### src/rtl/ecall_pkg.sv
// ============================================================================
// Module  : ecall_pkg
// Purpose : Shared types and service numbers for the ecall controller.
// Rev     : 1.0
// ============================================================================
`default_nettype none

package ecall_pkg;

  typedef enum logic [2:0] {
    ST_IDLE = 3'd0,
    ST_REQ  = 3'd1,
    ST_WB   = 3'd2,
    ST_DONE = 3'd3,
    ST_HALT = 3'd4
  } state_t;

  typedef enum logic [1:0] {
    OP_PRINT_INT  = 2'b00,
    OP_READ_INT   = 2'b01,
    OP_PRINT_CHAR = 2'b10,
    OP_READ_CHAR  = 2'b11
  } io_op_t;

  localparam logic [31:0] SVC_PRINT_INT  = 32'd1;
  localparam logic [31:0] SVC_READ_INT   = 32'd5;
  localparam logic [31:0] SVC_EXIT       = 32'd10;
  localparam logic [31:0] SVC_PRINT_CHAR = 32'd11;
  localparam logic [31:0] SVC_READ_CHAR  = 32'd12;

  // Read services are the odd op codes; they return a value into x10.
  function automatic logic op_is_read(input io_op_t op);
    return op[0];
  endfunction

endpackage

`default_nettype wire

### src/rtl/ecall_watchdog.sv
// ============================================================================
// Module  : ecall_watchdog
// Purpose : Counts consecutive REQ cycles; flags expiry on the last allowed one.
// Rev     : 1.0
// ============================================================================
`default_nettype none

module ecall_watchdog #(
  parameter int TIMEOUT_CYCLES = 1024
) (
  input  logic clk,
  input  logic rst,
  input  logic run,
  output logic expired
);

  localparam int CNT_W = (TIMEOUT_CYCLES > 1) ? $clog2(TIMEOUT_CYCLES) : 1;
  localparam logic [CNT_W-1:0] LAST = CNT_W'(TIMEOUT_CYCLES - 1);

  logic [CNT_W-1:0] cnt_q;
  logic [CNT_W-1:0] cnt_d;

  // Leaving REQ zeroes the count, so every REQ entry starts fresh.
  always_comb begin
    cnt_d = '0;
    if (run && (cnt_q != LAST)) begin
      cnt_d = cnt_q + CNT_W'(1);
    end
  end

  always_ff @(posedge clk) begin
    if (rst) begin
      cnt_q <= '0;
    end else begin
      cnt_q <= cnt_d;
    end
  end

  assign expired = run && (cnt_q == LAST);

endmodule

`default_nettype wire

### src/rtl/ecall_ctrl.sv
// ============================================================================
// Module  : ecall_ctrl
// Purpose : Executes ecall services (print/read int/char, exit) over an IO
//           handshake, stalling the front end and writing results to x10.
//           Optional io_ack timeout under macro ECALL_TIMEOUT_EN.
// Rev     : 1.0
// ============================================================================
`default_nettype none

module ecall_ctrl
  import ecall_pkg::*;
#(
  parameter int TIMEOUT_CYCLES = 1024
) (
  input  logic        clk,
  input  logic        rst,
  input  logic        ecall_valid,
  input  logic [31:0] a0_data,
  input  logic [31:0] a7_data,
  output logic        stall,
  output logic        ecall_write,
  output logic [31:0] ecall_result,
  output logic        io_req,
  output logic [1:0]  io_op,
  output logic [31:0] io_wdata,
  input  logic        io_ack,
  input  logic [31:0] io_rdata,
`ifdef ECALL_TIMEOUT_EN
  output logic        timeout,
`endif
  output logic        halted,
  output logic        bad_call
);

  state_t      state_q, state_d;
  io_op_t      op_q, op_d;
  logic [31:0] wdata_q, wdata_d;
  logic [31:0] result_q, result_d;
  logic        halted_q, halted_d;
  logic        bad_call_q, bad_call_d;
  logic        in_req;
  logic        wd_expired;

  assign in_req = (state_q == ST_REQ);

`ifdef ECALL_TIMEOUT_EN
  logic timeout_q, timeout_d;

  ecall_watchdog #(
    .TIMEOUT_CYCLES(TIMEOUT_CYCLES)
  ) u_watchdog (
    .clk    (clk),
    .rst    (rst),
    .run    (in_req),
    .expired(wd_expired)
  );

  assign timeout = timeout_q;
`else
  logic unused_timeout_cfg;
  assign unused_timeout_cfg = (TIMEOUT_CYCLES != 0);
  assign wd_expired = 1'b0;
`endif

  always_ff @(posedge clk) begin
    if (rst) begin
      state_q    <= ST_IDLE;
      op_q       <= OP_PRINT_INT;
      wdata_q    <= '0;
      result_q   <= '0;
      halted_q   <= 1'b0;
      bad_call_q <= 1'b0;
`ifdef ECALL_TIMEOUT_EN
      timeout_q  <= 1'b0;
`endif
    end else begin
      state_q    <= state_d;
      op_q       <= op_d;
      wdata_q    <= wdata_d;
      result_q   <= result_d;
      halted_q   <= halted_d;
      bad_call_q <= bad_call_d;
`ifdef ECALL_TIMEOUT_EN
      timeout_q  <= timeout_d;
`endif
    end
  end

  always_comb begin
    state_d    = state_q;
    op_d       = op_q;
    wdata_d    = wdata_q;
    result_d   = result_q;
    halted_d   = halted_q;
    bad_call_d = bad_call_q;
`ifdef ECALL_TIMEOUT_EN
    timeout_d  = timeout_q;
`endif
    case (state_q)
      ST_IDLE: begin
        if (ecall_valid) begin
          state_d = ST_REQ;
          wdata_d = '0;
          if (a7_data == SVC_EXIT) begin
            state_d  = ST_HALT;
            halted_d = 1'b1;
          end else if (a7_data == SVC_PRINT_INT) begin
            op_d    = OP_PRINT_INT;
            wdata_d = a0_data;
          end else if (a7_data == SVC_READ_INT) begin
            op_d = OP_READ_INT;
          end else if (a7_data == SVC_PRINT_CHAR) begin
            op_d    = OP_PRINT_CHAR;
            wdata_d = {24'b0, a0_data[7:0]};
          end else if (a7_data == SVC_READ_CHAR) begin
            op_d = OP_READ_CHAR;
          end else begin
            state_d    = ST_DONE;
            bad_call_d = 1'b1;
          end
        end
      end
      ST_REQ: begin
        if (io_ack) begin
          if (op_is_read(op_q)) begin
            result_d = (op_q == OP_READ_CHAR) ? {24'b0, io_rdata[7:0]} : io_rdata;
            state_d  = ST_WB;
          end else begin
            state_d = ST_DONE;
          end
        end else if (wd_expired) begin
`ifdef ECALL_TIMEOUT_EN
          timeout_d = 1'b1;
`endif
          if (op_is_read(op_q)) begin
            result_d = 32'hFFFF_FFFF;
            state_d  = ST_WB;
          end else begin
            state_d = ST_DONE;
          end
        end
      end
      ST_WB:   state_d = ST_DONE;
      ST_DONE: state_d = ST_IDLE;
      ST_HALT: state_d = ST_HALT;
      default: state_d = ST_IDLE;
    endcase
  end

  always_comb begin
    stall       = ((state_q == ST_IDLE) && ecall_valid) || in_req ||
                  (state_q == ST_WB) || (state_q == ST_HALT);
    io_req      = in_req;
    ecall_write = (state_q == ST_WB);
  end

  assign io_op        = op_q;
  assign io_wdata     = wdata_q;
  assign ecall_result = result_q;
  assign halted       = halted_q;
  assign bad_call     = bad_call_q;

endmodule

`default_nettype wire

### config.mk
export PLATFORM = sky130hd
export DESIGN_NAME = ecall_ctrl
export DESIGN_NICKNAME = d
export VERILOG_FILES = /design/src/rtl/ecall_pkg.sv /design/src/rtl/ecall_watchdog.sv /design/src/rtl/ecall_ctrl.sv
export SDC_FILE = /design/constraint.sdc
export NUM_CORES = 1
export LEC_CHECK = 0
export CORE_AREA = 2 2 77 97
export CTS_BUF_LIST = sky130_fd_sc_hd__clkbuf_4
export CTS_CLUSTER_DIAMETER = 100
export CTS_CLUSTER_SIZE = 24
export DETAILED_ROUTE_END_ITERATION = 12
export DIE_AREA = 0 0 79 99
export GPL_TIMING_DRIVEN = 0
export MAX_ROUTING_LAYER = met4
export PLACE_DENSITY_LB_ADDON = 0.3
export SYNTH_ARGS = -nofsm -noshare
export SYNTH_HDL_FRONTEND = slang
export SYNTH_SLANG_ARGS = --single-unit
### constraint.sdc
create_clock -name clk -period 3.93 [get_ports clk]
set_input_delay 0.9825 -clock clk [delete_from_list [all_inputs] [get_ports clk]]
set_output_delay 0.9825 -clock clk [all_outputs]
set_load 0.02 [all_outputs]
=== Word level (Yosys, flattened, before mapping) ===
Cells that the tools add are included.
W data, S select, Z words.

* Bits in registers: 71
* ROM bits: 0
* Word-level logic and storage cells: 52
* Memory bits (writable): 0
* Input port bits: 100
* Latch bits: 0
* Memories kept: 0

* Div/mod/pow operators: 0
* $mul: 0
* Reduce and logical (&&, ||, !) cells: 12
* Eq/ne operators: 11
* Bitwise operators: 5
* Shift operators: 0
* Multiplexer cells: 18
* $lt $le $gt $ge: 0
* Add/sub/neg operators: 0

{| class="wikitable"
|+ Operators by type and width
! operator !! number
|-
| $eq A32 B4 Y1 const B || 3
|-
| $mux W32 || 3
|-
| $eq A32 B1 Y1 const B || 1
|-
| $eq A32 B3 Y1 const B || 1
|-
| $mux W2 || 8
|-
| $mux W8 || 2
|-
| $pmux W3 S4 || 1
|-
| $mux W3 || 3
|-
| $reduce_and A7 Y1 || 1
|-
| $reduce_and A3 Y1 || 2
|-
| $not A1 Y1 || 5
|-
| $ne A2 B2 Y1 const B || 2
|-
| $reduce_and A2 Y1 || 2
|-
| $reduce_and A4 Y1 || 1
|-
| $reduce_bool A4 Y1 || 1
|-
| $eq A3 B1 Y1 const B || 1
|-
| $eq A3 B2 Y1 const B || 1
|-
| $eq A3 B3 Y1 const B || 1
|-
| $logic_not A3 Y1 || 1
|-
| $logic_or A1 B1 Y1 || 3
|-
| $eq A2 B2 Y1 const B || 1
|-
| $logic_and A1 B1 Y1 || 1
|-
| $mux W1 || 1
|}

=== Depth between registers and ports, before layout ===
Gate-level depths: netlist (run 1).

* Depth after elaboration: 8
* Mapped depth: 7
* Depth with buffers taken out: 4

=== Worst setup path before layout (run 1) ===
OpenSTA, ideal clock, no wires.

* Kind: input -> output
* Start: in ecall_valid
* End: out stall
* Arrival: 1627 ps
* Path buffers: 0
* Cell stages on the path: 2
* Setup slack: 1320 ps
* Cell sequence: nor2_1 -> a221oi_1

* Word-level cells in the longest chain between the ends: 4

{| class="wikitable"
|+ Ends and longest elaborated chain
! item !! line !! source
|-
| from (decl) || ecall_ctrl.sv:17 || <nowiki>input logic ecall_valid,</nowiki>
|-
| $logic_and A1 B1 Y1 || ecall_ctrl.sv:151 || <nowiki>stall = ((state_q == ST_IDLE) && ecall_valid) || in_req ||</nowiki>
|-
| $logic_or A1 B1 Y1 (2 in series) || ecall_ctrl.sv:151 ||
|-
| $logic_or A1 B1 Y1 || ecall_ctrl.sv:152 || <nowiki>(state_q == ST_WB) || (state_q == ST_HALT);</nowiki>
|-
| to (decl) || ecall_ctrl.sv:20 || <nowiki>output logic stall,</nowiki>
|}

Every way passes these cells.

=== Final worst setup path (run 1) ===
Ends and elaborated chain as after synthesis.

==> metrics.txt, run 1 <==
outcome finished clean; post-route antenna net violation count 0; Buffers on Ports 170; met3 global-route usage 4.029%; mux share of post-synthesis cell area 0%; Total GRT Usage 21.38%; Final nets 566; vias in the first global route 2,719; part of the power in the clock network 38.9%; GR Layer Usage met2 35.79%; simple logic cell fraction of the synthesized area 20.36%; Cell Int Power 1.167 mW; HPWL Detailed 6261 µm; clock-pin slew on the worst setup and hold paths 0.11 ns; DIE HEIGHT 99 µm; mapped cell area 2668 µm²; # fillers 582; clk_lat worst skew 0.43 ns; busiest grt layer met2; clock root cell clkbuf_4; Starting Density 38.71%; Async S/R FF share, synth 0%; YS warnings 0; # Post-CTS Setup Buffers 0; P_leak 1.620 nW; GP Congestion 0.8995; Num CTS Buffers 9; Final Skew 0.02305 ns; Hold Crit Class reg -> reg; num ports 171; Multi-input gate area 1119 µm²; number of distinct library cells after synthesis 35; critical path peak fanout 6; std cell rows 34; register area 1421 µm²; Reg2Reg Depth 5; final hold violation count 0; Synth Area in XOR/XNOR 0.3283%; beginning of the critical path ecall_valid; Worst R2R Setup Slack 2.08 ns; max_slew headroom 62.29%; Die ar. 7821 µm²; Clock Sinks 71; #FFs+latches synth 71; total wire length 8205 µm; deepest level of the CTS H-tree 3; Pwr Density 323.0 nW/µm²; CTS Hold Bufs 0; Synth Area in Adders 0%; CTS tree done; period utilization 89.58%; largest family of logic cells by synthesized area compound AO/OA/AOI/OAI gates; max-cap viol count 0; VDD IR max 153.6 µV; Post-synth EDFFs 0; end of the critical path stall; leading cell type in the layout, fill and taps excluded clkdlybuf4s50_1; Die X 79 µm; most common flop cell mapped by yosys dfxtp_1; Clock Tree Buf Depth 2; CP Capture Type primary output; ratio of cells with drive above 1 in the final layout 5.308%; RSZ-0062 raised after global routing no; DR vias 2,818; Max Freq 284.1 MHz; DR iter-0 viols 79; GR Overflow Total 0; fin crit period 3.520 ns; pin count of the biggest net entering global routing 14; DR vias/cell 5.023; compound-cell area share of the yosys netlist 21.25%; initial antenna violation count 0; final setup vio count 0; WL per Instance 14.63 µm; reg2reg end io_wdata[18]; most frequent cells in the layout clkdlybuf4s50_1, dfxtp_1, nand2_1; switching share of power 22.63%; Post-Syn Area per Cell 9.360 µm²; first-pass GRT wire length 12,740 µm; critical path class in -> out; Critical Path AT 2.54 ns; Final Max Slew Viols 0; CP startpoint kind primary input; setup tns final 0 ns; diode count 0; RR Startpoint state_q[1]; Logic pwr share 12.8%; Crit path required time 2.95 ns; Mapped Nets 385; Syn Inst Count 285; DRC Markers 0; core footprint 6892 µm²; Worst Max-Slew Pin Slew 0.5578 ns; P_sw 341.1 µW; First-pass DRT Iterations 4; # resized after CTS 0; P&R area growth vs syn 75.00%; final core utilization 67.74%; Sequential Power Share 48.3%; met1 Use GR 24.64%; Seq/Total Area, Yosys 53.28%
metal layers:
| layer | routed length [µm] | up-vias |
|---|---|---|
| met1 | 3337 | 1272 |
| met2 | 4166 | 127 |
| met4 | 208 | 0 |
| met3 | 493 | 16 |
| met5 | 0 | - |
| li1 | - | 1403 |
power groups by stage:
stage	combinational, mW	clock [mW]	sequential [mW]
after global placement	0.189	0	0.745
after detailed placement	0.191	0	0.745
after floorplan	0.0596	0	0.746
after CTS	0.192	0.598	0.729
final	0.192	0.587	0.729
after global routing	0.207	0.630	0.730
registers in the layout (all words and copies together) (netlist names):
signal,count
ecall_result,32
io_wdata,32
state_q,3
io_op,2
bad_call,1
halted,1
stage by stage:
step | std cells | hold WS, ns | area (µm²) | setup slack [ns] | total power, mW
after detailed placement | 545 | 0.4425 | 4482 | 0.4192 | 0.9359
final | 561 | 0.4581 | 4668 | 0.4095 | 1.508
after global placement | 545 | 0.4372 | 4482 | 0.4057 | 0.9337
after floorplan | 285 | 0.5302 | 2668 | 1.320 | 0.8052
after global routing | 561 | 0.4761 | 4668 | 0.3372 | 1.567
after CTS | 561 | 0.4582 | 4668 | 0.3995 | 1.519
area by class of cell:
class	count	area share, %
tap	90	2.412
clock buffer	9	1.447
clock inverter	7	2.546
multi-input combinational	188	23.96
inverter	4	0.3216
buffer	22	2.412
timing repair buffer	170	36.45
sequential	71	30.45
critical path, cell delays in order:
cell and delay, ns:
clkdlybuf4s50_1 0.55, nor2_1 0.06, a221oi_1 0.29, clkdlybuf4s50_1 0.66
cell families (layout without fill, tap and decap cells):
group           after synthesis  count (layout)
simple gates                105             105
compound gates               82              82
flops                        71              71
buf+inv                      26             212
xor+xnor                      1               1
worst min path at each step:
| stage | from | end | slack (ns) | cells past startpoint |
|---|---|---|---|---|
| floorplan | ecall_result[10] | ecall_result[10] | 0.53 | 2 |
| global placement | ecall_result[9] | ecall_result[9] | 0.44 | 2 |
| detailed placement | ecall_result[25] | ecall_result[25] | 0.44 | 2 |
| CTS | ecall_result[25] | ecall_result[25] | 0.46 | 2 |
| global route | ecall_result[25] | ecall_result[25] | 0.48 | 2 |
| finish | ecall_result[25] | ecall_result[25] | 0.46 | 2 |
synthesized netlist by cell type (2+ instances only):
cell type / n / area share [%]
nand3b_1: 3 / 0.84
nor3_1: 3 / 0.56
nand3_1: 25 / 4.7
dfxtp_1: 71 / 53
nand2_1: 42 / 5.9
nor2b_1: 2 / 0.47
inv_1: 4 / 0.56
o21ai_0: 4 / 0.75
a22o_1: 34 / 11
nand4_1: 2 / 0.47
nor2_1: 6 / 0.84
a21oi_1: 36 / 6.8
nor4_1: 8 / 1.9
nand2b_1: 2 / 0.47
a221oi_1: 3 / 0.99
buf_6: 3 / 1.3
and2_1: 2 / 0.47
clkbuf_1: 17 / 2.4
buf_4: 2 / 0.56
Power figures use the tool's default switching activity.
==> run 2, diff against run 1 <==
CORE_AREA = 2 2 82 103   (was 2 2 77 97)
DIE_AREA = 0 0 84 105   (was 0 0 79 99)
GPL_ROUTABILITY_DRIVEN = 1   (was default)
==> run 2 against run 1 <==
Die area rose by 13%. Worst hold slack got worse by 0.0022 ns. Routed wire length fell by 1.5%. Utilization fell by 8.5 points. Combinational power barely moved. Clock skew fell by 0.0083 ns. Clock power fell by 23%. Worst setup slack improved by 0.028 ns. Register-to-register slack barely moved. First-iteration DRC count fell by 7.6%. Maximum frequency rose by 0.80%.
==> metrics.txt, run 2 (synthesis results as in run 1) <==
Critical Path AT 2.51 ns (-0.03 ns); Buffers on Ports 170 (unchanged); core footprint 7792 µm² (+13%); reg2reg end ecall_result[15]; Num CTS Buffers 9 (unchanged); Final Skew 0.01478 ns (-0.008265 ns); clk_lat worst skew 0.43 ns (about the same); DR vias/cell 5.011 (-0.25%); num ports 171 (unchanged); PnR worst setup slack 0.4375 ns (+0.02803 ns); # Post-CTS Setup Buffers 0 (unchanged); max-cap viol count 0 (unchanged); Crit path required time 2.95 ns (about the same); first-pass GRT wire length 12,780 µm (+0.32%); outcome finished clean; CTS tree done; clock root cell clkbuf_4; First-pass DRT Iterations 4 (unchanged); GP Congestion 0.8419 (-6.4%); VDD IR max 201.0 µV (+31%); RR Startpoint state_q[1]; final cell count without fillers 566 (+0.89%); diode count 0 (unchanged); initial antenna violation count 0 (unchanged); Worst Max-Slew Pin Slew 0.4771 ns (-0.08071 ns); placed insts 550 (+0.92%); critical path peak fanout 6 (unchanged); CTS Hold Bufs 0 (unchanged); max_slew headroom 68.19% (+5.9 points); P_leak 1.597 nW (-1.4%); vias in the first global route 2,798 (+2.9%); std cell rows 36 (+5.9%); DRC Markers 0 (unchanged); DIE HEIGHT 105 µm (+6.1%); final setup vio count 0 (unchanged); Hold Crit Class reg -> reg; Die ar. 8820 µm² (+13%); clock-pin slew on the worst setup and hold paths 0.11 ns (about the same); RSZ-0062 raised after global routing no; Clock Sinks 71 (unchanged); fin area 4619 µm² (-1.0%); DR vias 2,836 (+0.64%); Overall Power 1.370 mW (-9.1%); Pwr Density 296.7 nW/µm² (-8.1%); Starting Density 34.23% (-4.5 points); Hold Crit Depth 2 (unchanged); beginning of the critical path ecall_valid; # fillers 693 (+19%); most frequent cells in the layout clkdlybuf4s50_1, dfxtp_1, nand2_1; ratio of cells with drive above 1 in the final layout 5.096% (-0.21 points); leading cell type in the layout, fill and taps excluded clkdlybuf4s50_1; CP startpoint kind primary input; end of the critical path stall; Max Freq 286.3 MHz (+0.80%); DR iter-0 viols 73 (-7.6%); Worst R2R Setup Slack 2.08 ns (about the same); Die X 84 µm (+6.3%); period utilization 88.87% (-0.71 points); # resized after CTS 0 (unchanged); GR Overflow Total 0 (unchanged); Post-Place Cell Area 4488 µm² (+0.14%); WL per Instance 14.29 µm (-2.3%); Final nets 566 (unchanged); Final Max Slew Viols 0 (unchanged); post-route antenna net violation count 0 (unchanged); HPWL Detailed 6315 µm (+0.87%); critical path class in -> out; setup tns final 0 ns (unchanged); CP Capture Type primary output; deepest level of the CTS H-tree 3 (unchanged); pre-CTS setup slack 0.4454 ns (+0.02625 ns); Total GRT Usage 18.78% (-2.6 points); P&R area growth vs syn 73.17%; pin count of the biggest net entering global routing 13 (-1); total wire length 8086 µm (-1.5%); final hold violation count 0 (unchanged); Clock Tree Buf Depth 2 (unchanged); Reg2Reg Depth 7 (+2); fin crit period 3.492 ns (-0.02803 ns)
run 2: changes by cell type in the layout (fill, tap and decap cells not counted), sizes merged:
cell    change
clkinv      +3
bufinv      -2
inv         -1
run 2: worst min path at each step:
| stage | to | start | slack (ns) |
|---|---|---|---|
| global route | ecall_result[8] | ecall_result[8] | 0.48 |
| global placement | ecall_result[14] | ecall_result[14] | 0.44 |
| floorplan | ecall_result[10] | ecall_result[10] | 0.53 |
| finish | ecall_result[25] | ecall_result[25] | 0.46 |
| detailed placement | ecall_result[8] | ecall_result[8] | 0.44 |
| CTS | ecall_result[8] | ecall_result[8] | 0.46 |
run 2: where the power goes:
part           total [mW]  internal, mW  switching (mW)
Clock               0.450         0.188           0.262
Sequential          0.729         0.724         0.00458
Combinational       0.192         0.120          0.0721
run 2: layer usage:
metal | vias up | wire length [µm] | GRT usage (%)
met5 | - | 0 | -
met4 | 0 | 208 | 8.756
li1 | 1400 | - | -
met3 | 17 | 519 | 5.450
met1 | 1299 | 3221 | 19.35
met2 | 120 | 4136 | 32.74
run 2: layout make-up:
| type | count | area [µm²] | share of cell area [%] |
|---|---|---|---|
| multi-input cells | 188 | 1119 | 24.21 |
| clock inverters | 7 | 63.81 | 1.381 |
| clock buffers | 9 | 67.56 | 1.463 |
| plain buffers | 22 | 112.6 | 2.438 |
| well taps | 95 | 118.9 | 2.573 |
| flip-flops and latches | 71 | 1421 | 30.77 |
| inverters | 4 | 15.01 | 0.3250 |
| repair buffers | 170 | 1702 | 36.84 |
run 2: worst max-delay path, stage by stage:
cell             delay, ns
clkdlybuf4s50_1       0.56
nor2_1                0.06
a221oi_1              0.26
clkdlybuf4s50_1       0.64
run 2: per-stage QoR:
step | utilization [%] | hold slack [ns]
after floorplan | - | 0.5302
after global placement | 57.59 | 0.4373
after detailed placement | 57.59 | 0.4448
after CTS | 59.28 | 0.4610
after global routing | 59.28 | 0.4802
final | 59.28 | 0.4559
==> run 3, diff against run 2 <==
GPL_TIMING_DRIVEN = 1   (was 0)
==> run 3 against run 2 <==
Maximum frequency rose by 0.63%. Worst hold slack barely moved. Critical path depth did not move. Cell area rose by 0.14%.
==> metrics.txt, run 3 (synthesis results as in run 1) <==
vias in the first global route 2,683 (-4.1%); Worst path slowest cell clkdlybuf4s50_1; Die X 84 µm (unchanged); num ports 171 (unchanged); Num CTS Buffers 9 (unchanged); Worst Max-Slew Pin Slew 0.7905 ns (+0.3134 ns); deepest level of the CTS H-tree 3 (unchanged); outcome finished clean; # resized after CTS 0 (unchanged); DR vias/cell 5.042 (+0.62%); critical path peak fanout 6 (unchanged); max-cap viol count 0 (unchanged); Buffers on Ports 170 (unchanged); initial antenna violation count 1 (+1); Pwr Density 337.7 nW/µm² (+14%); Logic pwr share 11.5% (-2.5 points); Final Skew 0.01545 ns (+0.0006625 ns); first-pass GRT wire length 12,610 µm (-1.3%); HPWL Detailed 6044 µm (-4.3%); Clock Sinks 71 (unchanged); P_sw 329.1 µW (-2.7%); core footprint 7792 µm² (unchanged); post-route antenna net violation count 0 (unchanged); Final Max Slew Viols 0 (unchanged); CTS tree done; Max stage delay on crit path 0.65 ns (about the same); GR Overflow Total 0 (unchanged); final hold violation count 0 (unchanged); Worst R2R Setup Slack 2.06 ns (-0.02 ns); Cell Int Power 1.233 mW (+19%); Total GRT Usage 18.44% (-0.34 points); register area 1421 µm² (unchanged); DRC Markers 0 (unchanged); max_slew headroom 47.17% (-21 points); CP Buf/Inv Count 2 (unchanged); DR iter-0 viols 141 (+93%); Multi-input gate area 1121 µm² (+0.22%); First-pass DRT Iterations 4 (unchanged); CP delay by family, top buffers and inverters; setup tns final 0 ns (unchanged); Die ar. 8820 µm² (unchanged); clk_lat worst skew 0.41 ns (-0.02 ns); clock root cell clkbuf_4; P&R area growth vs syn 73.41%; cells along the critical path clkdlybuf4s50_1, nor2_1, a221oi_1, clkdlybuf4s50_1; Sequential Power Share 47.1% (-6.1 points); fin crit period 3.471 ns (-0.02185 ns); RSZ-0062 raised after global routing no; Crit path required time 2.95 ns (about the same); DR vias 2,773 (-2.2%); CTS Hold Bufs 0 (unchanged); Hold Crit Class reg -> reg; critical path class in -> out; # fillers 679 (-2.0%); part of the power in the clock network 41.4% (+8.6 points); DIE HEIGHT 105 µm (unchanged); total wire length 8094 µm (about the same); leading cell type in the layout, fill and taps excluded clkdlybuf4s50_1; Hold Worst Slack 0.4557 ns (-0.0001830 ns); clock-pin slew on the worst setup and hold paths 0.11 ns (about the same); Final nets 549 (-3.0%); switching share of power 21.07% (-3.6 points); pin count of the biggest net entering global routing 33 (+20); GP Congestion 0.8706 (+3.4%); fin area 4626 µm² (+0.14%); std cell rows 36 (unchanged); Starting Density 34.23% (unchanged); final setup vio count 0 (unchanged); CP startpoint kind primary input; P_leak 1.612 nW (+0.92%); CP Capture Type primary output; Post-Place Cell Area 4415 µm² (-1.6%); cell mode on critical path clkdlybuf4s50_1; most frequent cells in the layout clkdlybuf4s50_1, dfxtp_1, nand2_1; Max Freq 288.1 MHz (+0.63%); VDD IR max 217.2 µV (+8.1%); # Post-CTS Setup Buffers 0 (unchanged); Critical Path AT 2.49 ns (-0.02 ns); Clock Tree Buf Depth 2 (unchanged); WL per Instance 14.72 µm (+3.0%); period utilization 88.31% (-0.56 points); ratio of cells with drive above 1 in the final layout 5.507% (+0.41 points)
-- run 3: changes by cell type in the layout (fill, tap and decap cells not counted), moves of 2 or more --
cell,previous run,this run
clkbuf_1,17,0
clkinv_2,3,0
buf_4,2,5
bufinv_16,1,4
buf_6,3,0
clkinvlp_4,2,0
-- run 3: area by class of cell --
class	count	share of cell area, %
timing repair buffer	175	37.60
sequential	71	30.73
multi-input combinational	188	24.24
clock inverter	6	2.867
tap	95	2.570
clock buffer	10	1.623
inverter	4	0.3246
antenna	1	0.05410
-- run 3: per-stage QoR --
step           power, mW  util, %  worst slack, ns  cells
2_1_floorplan     0.8052        -            1.320    285
3_3_place_gp      0.9295    56.66           0.4490    533
3_5_place_dp      0.9310    56.66           0.4568    533
4_1_cts            1.581    59.33           0.4567    549
5_1_grt            1.630    59.36           0.3944    550
6_report           1.562    59.36           0.4594    550
-- run 3: final timing paths --
path / from / endpoint / cells past startpoint
setup / recovery: ecall_valid / stall / 4
hold / removal: ecall_result[9] / ecall_result[9] / 2
setup reg to reg: state_q[0] / io_wdata[21] / 5
hold reg to reg: ecall_result[9] / ecall_result[9] / 2
-- run 3: tightest hold or removal path, delay by kind of cell, from the launching register on --
kind | cells | cell delay, ns
compound gates | 1 | 0.05
flops | 1 | 0.32
simple gates | 1 | 0.05
-- run 3: metal layers --
layer | part of all wire [%] | global-route usage (%) | wire length (µm) | up-vias
met2 | 52 | 32.34 | 4237 | 110
li1 | - | - | - | 1368
met1 | 39 | 19.10 | 3151 | 1279
met5 | 0 | - | 0 | -
met4 | 2.7 | 10.02 | 221 | 0
met3 | 6.0 | 3.949 | 484 | 16
-- run 3: power groups by stage --
stage	Combinational, mW	Clock (mW)	Sequential, mW
5_1_grt	0.194	0.699	0.737
6_report	0.180	0.646	0.735
2_1_floorplan	0.0596	0	0.746
3_3_place_gp	0.179	0	0.751
4_1_cts	0.181	0.665	0.735
3_5_place_dp	0.180	0	0.751
==> RTL change 1: new RTL, settings of run 2 <==
Encoding of `state_t`: now one-hot (5 bits for 5 states).
--- a/src/rtl/ecall_pkg.sv
+++ b/src/rtl/ecall_pkg.sv
@@ -9,8 +9,8 @@
 
-  typedef enum logic [2:0] {
-    ST_IDLE = 3'd0,
-    ST_REQ  = 3'd1,
-    ST_WB   = 3'd2,
-    ST_DONE = 3'd3,
-    ST_HALT = 3'd4
+  typedef enum logic [4:0] {
+    ST_IDLE = 5'b00001,
+    ST_REQ  = 5'b00010,
+    ST_WB   = 5'b00100,
+    ST_DONE = 5'b01000,
+    ST_HALT = 5'b10000
   } state_t;
Formal check against the unedited RTL: no difference found for any inputs over 4 cycles, from zero or initial values and one cycle with rst high; so few cycles prove little.
==> RTL change 1 against run 2 <==
- sequential power increased by 2%
- routed wire length increased by 12%
- worst hold slack improved by 3.5 ps
- area after synthesis increased by 14%
- first-iteration DRC count increased by 21%
- power increased by 0.99%
- global-route usage increased by 1.7 points
- sequential cell count increased by 2
- final area increased by 8.1%
- synthesized cell count increased by 16%
- setup slack got worse by 280 ps
- highest routed layer unchanged
==> RTL change 1: results (changes against run 2) <==
Wl on met1 -> 3.80 mm (+18%)
Gr usage total -> 20.5% (+1.7 points)
Complex-gate fraction of the synthesized area -> 17.3% (-4.0 points)
Post-synth cell types -> 40 (+14%)
Syn Inst Count -> 331 (+16%)
Starting density of the core -> 39.0% (+4.8 points)
Post-DP HPWL -> 6.97 mm (+10%)
Largest net degree at the start of global routing -> 14 (+1)
Routed WL -> 9.06 mm (+12%)
DR WL met3 -> 728 um (+40%)
Max Fanout on Critical Path -> 8 (+2)
Pre-CTS WS -> 154 ps (-292 ps)
Clock Latency Late Sink -> 410 ps (-20 ps)
Met1 Resource Use GR -> 23.0% (+3.7 points)
Drt pass-1 iters -> 4 (unchanged)
Placement Cell Area -> 4850 um^2 (+8.0%)
Synthesized net count -> 431 (+12%)
Hold Path Stages -> 2 (unchanged)
Status -> finished, final reports clean
Fin nets -> 611 (+8.0%)
GRT met2 Usage -> 35.2% (+2.5 points)
Met2 routed WL -> 4.49 mm (+8.6%)
Hold Crit Start -> ecall_result[27]
Worst Tran Pin Value -> 481 ps (+3.45 ps)
Switching power total -> 0.000333 W (-1.7%)
Initial DRC Count -> 88 (+21%)
Fill cells -> 678 (-2.2%)
GRT met3 Usage -> 5.53% (+0.079 points)
First-pass GRT wire length -> 14.7 mm (+15%)
Worst vdd ir -> 217 uV (+8.1%)
Hold WS -> 459 ps (+3.48 ps)
Area contributors post-synth -> dfxtp_1, nand4b_1, o2bb2ai_1
Register area share after synthesis -> 48.1% (-5.2 points)
DR WL/cell -> 14.8 um (+3.8%)
Lkg Pwr -> 1.57 nW (-1.4%)
Gpl congestion -> 0.781 (-7.2%)
# port buffers -> 169 (-0.59%)
Placed cells -> 595 (+8.2%)
Worst R2R End -> io_wdata[9]
Top sig layer -> met4
Reg2Reg Depth -> 6 (-1)
Via count -> 3187 (+12%)
Resized Gates After CTS -> 0 (unchanged)
Min-Delay Endpoint -> ecall_result[27]
Clk_skew -> 12.1 ps (-2.73 ps)
# diodes -> 0 (unchanged)
Commonest cells in the netlist -> dfxtp_1, nand2_1, a21oi_1
Fin crit share -> 96.1% (+7.2 points)
Fraction of layout cells with a size suffix above 1 -> 5.43% (+0.33 points)
Ys Warns -> 0 (unchanged)
Synth Area in XOR/XNOR -> 0.577% (+0.25 points)
CP arrival -> 2790 ps (+280 ps)
RTL change 1: power by group through the flow:
stage | clock network [W] | registers [W] | logic (W)
3_5_place_dp | 0 | 0.000761 | 0.000162
5_1_grt | 0.000525 | 0.000745 | 0.000173
4_1_cts | 0.000497 | 0.000744 | 0.000163
3_3_place_gp | 0 | 0.000761 | 0.000160
2_1_floorplan | 0 | 0.000762 | 0.0000426
6_report | 0.000478 | 0.000744 | 0.000162
RTL change 1: critical path, cell delays in order:
cell and delay [ps]:
clkdlybuf4s50_1 400, and4_1 170, clkbuf_1 180, a311oi_1 430
inv_1 80, clkdlybuf4s50_1 550
RTL change 1: area by class of cell:
cell class | instances | area [um^2] | area share (%)
Tap cell | 95 | 119 | 2.38
Inverter | 6 | 22.5 | 0.451
Multi-Input combinational cell | 220 | 1410 | 28.2
Clock buffer | 10 | 75.1 | 1.50
Buffer | 32 | 146 | 2.93
Clock inverter | 6 | 68.8 | 1.38
Timing Repair Buffer | 169 | 1690 | 33.9
Sequential cell | 73 | 1460 | 29.3
==> RTL change 2: new RTL, settings of run 2 <==
Made on the original files. Build with the macro `ECALL_TIMEOUT_EN` defined.
--- a/src/rtl/ecall_ctrl.sv
+++ b/src/rtl/ecall_ctrl.sv
@@ -8,2 +8,4 @@
 `default_nettype none
+
+`define ECALL_TIMEOUT_EN
 
Behaviour (old outputs only; new: timeout): same outputs for any inputs over 4 cycles, from zero or initial values and one cycle with rst high; that may be too few to reach the edited logic, so the function may still have changed.
==> RTL change 2 against run 2 <==
- core utilization rose by 5.4 points
- sequential cell count rose by 11
- global-route usage rose by 1.9 points
- clock power rose by 6.2%
- final area rose by 9.0%
- power rose by 17%
- setup slack improved by 160 ps
- routed wire length rose by 12%
- register-to-register slack got worse by 470 ps
- area after synthesis rose by 16%
- count of clock-buffer cells in the layout rose by 3
==> RTL change 2: results (changes against run 2) <==
Clock Latency Late Sink -> 430 ps (about the same)
Vias/cell -> 5.11 (+1.9%)
# port buffers -> 170 (unchanged)
Gpl congestion -> 0.866 (+2.9%)
Leading area contributor after synthesis -> dfxtp_1
H-tree Lvls -> 3 (unchanged)
Worst Tran Pin Value -> 964 ps (+487 ps)
Initial DRC Count -> 102 (+40%)
Register area share after synthesis -> 53.3% (about the same)
Vias in the first global route -> 3069 (+9.7%)
Worst vdd ir -> 207 uV (+2.9%)
DRC errors left -> 0 (unchanged)
Fraction of layout cells with a size suffix above 1 -> 7.92% (+2.8 points)
Initial antenna violation count -> 1 (+1)
Ys Warns -> 0 (unchanged)
Area contributors post-synth -> dfxtp_1, nor2_1, a22o_2
DR WL/cell -> 14.7 um (+3.0%)
Max Fanout on Critical Path -> 4 (-2)
Post-DP HPWL -> 7.06 mm (+12%)
TritonCTS buffer count -> 9 (unchanged)
Fin nets -> 614 (+8.5%)
Status -> finished, final reports clean
Setup Buffers After CTS -> 0 (unchanged)
Lkg Pwr -> 1.75 nW (+9.7%)
Req. time, crit path -> 2950 ps (about the same)
Resized Gates After CTS -> 0 (unchanged)
Commonest non-fill, non-tap cell in the layout -> clkdlybuf4s50_1
Post-synth cell types -> 36 (+2.9%)
Fraction of registers with async set/reset -> 0% (unchanged)
Hold Crit Class -> register to register
Gr usage total -> 20.6% (+1.9 points)
Root buf cell -> clkbuf_4
Commonest cells in the netlist -> dfxtp_1, nor2_1, nor3_1
Fill cells -> 677 (-2.3%)
Clock buffer depth -> 2 (unchanged)
Synthesized net count -> 433 (+12%)
Largest net degree at the start of global routing -> 13 (unchanged)
Clk_skew -> 19.9 ps (+5.08 ps)
First-pass GRT wire length -> 14.2 mm (+11%)
Worst-path clk slew -> 110 ps (about the same)
Drt pass-1 iters -> 4 (unchanged)
-- RTL change 2: cell types whose count changed after synthesis, moves of 17 or more --
cell     change
nor2_1      +55
nand2_1     -32
a22o_1      -22
nand3_1     -17
nor3_1      +33
a22o_2      +20
-- RTL change 2: worst max-delay path, cell delays in order --
cell and delay, ps:
clkdlybuf4s50_1 540, nor4_1 70, nor2_1 140, clkdlybuf4s50_1 630
-- RTL change 2: final cells by class --
class                   instances  share of cell area, %
diodes                          1                 0.0497
flip-flops and latches         82                   32.6
multi-input cells             222                   26.2
well taps                      95                   2.36
repair buffers                170                   33.8
plain buffers                  21                   1.89
inverters                       7                  0.522
clock buffers                  12                   1.79
clock inverters                 4                  0.845
-- RTL change 2: logic make-up (layout without fill, tap and decap cells) --
logic type / Yosys count / in the layout / synth area share, %
and+or+nand+nor: 141 / 141 / 22.9
DFF: 82 / 82 / 53.3
AOI/OAI and AO/OA: 70 / 70 / 16.6
buffers and inverters: 28 / 214 / 3.94
xor gates and xnor gates: 9 / 9 / 2.56
adders and majority gates: 2 / 2 / 0.731
other: 0 / 1 / 0
-- RTL change 2: worst paths after layout --
| kind | cells past startpoint | from | slack [ps] | end |
|---|---|---|---|---|
| hold reg to reg | 1 | u_watchdog.cnt_q[0] | 460 | u_watchdog.cnt_q[0] |
| setup reg to reg | 5 | state_q[1] | 1610 | io_wdata[12] |
| setup / recovery | 4 | ecall_valid | 600 | stall |
| hold / removal | 1 | u_watchdog.cnt_q[0] | 460 | u_watchdog.cnt_q[0] |
-- RTL change 2: routing by layer --
metal	up-vias	share of wire, %	global-route usage (%)
met4	0	3.0	11.5
li1	1546	-	-
met3	18	4.7	2.76
met1	1458	39	20.8
met2	114	53	37.9
met5	-	0	-
-- RTL change 2: where the power goes --
part / internal, W / total [W] / switching [W]
combinational: 0.000148 / 0.000265 / 0.000118
sequential: 0.000846 / 0.000866 / 0.0000199
clock: 0.000211 / 0.000478 / 0.000267
-- RTL change 2: stage by stage --
stage                     instances  setup slack [ps]  area (um^2)  hold WS, ps
after floorplan                 332              1180         3080          418
after global placement          597               538         4900          428
after detailed placement        597               468         4900          438
after CTS                       613               601         5030          457
after global routing            614               511         5040          499
final                           614               595         5040          458
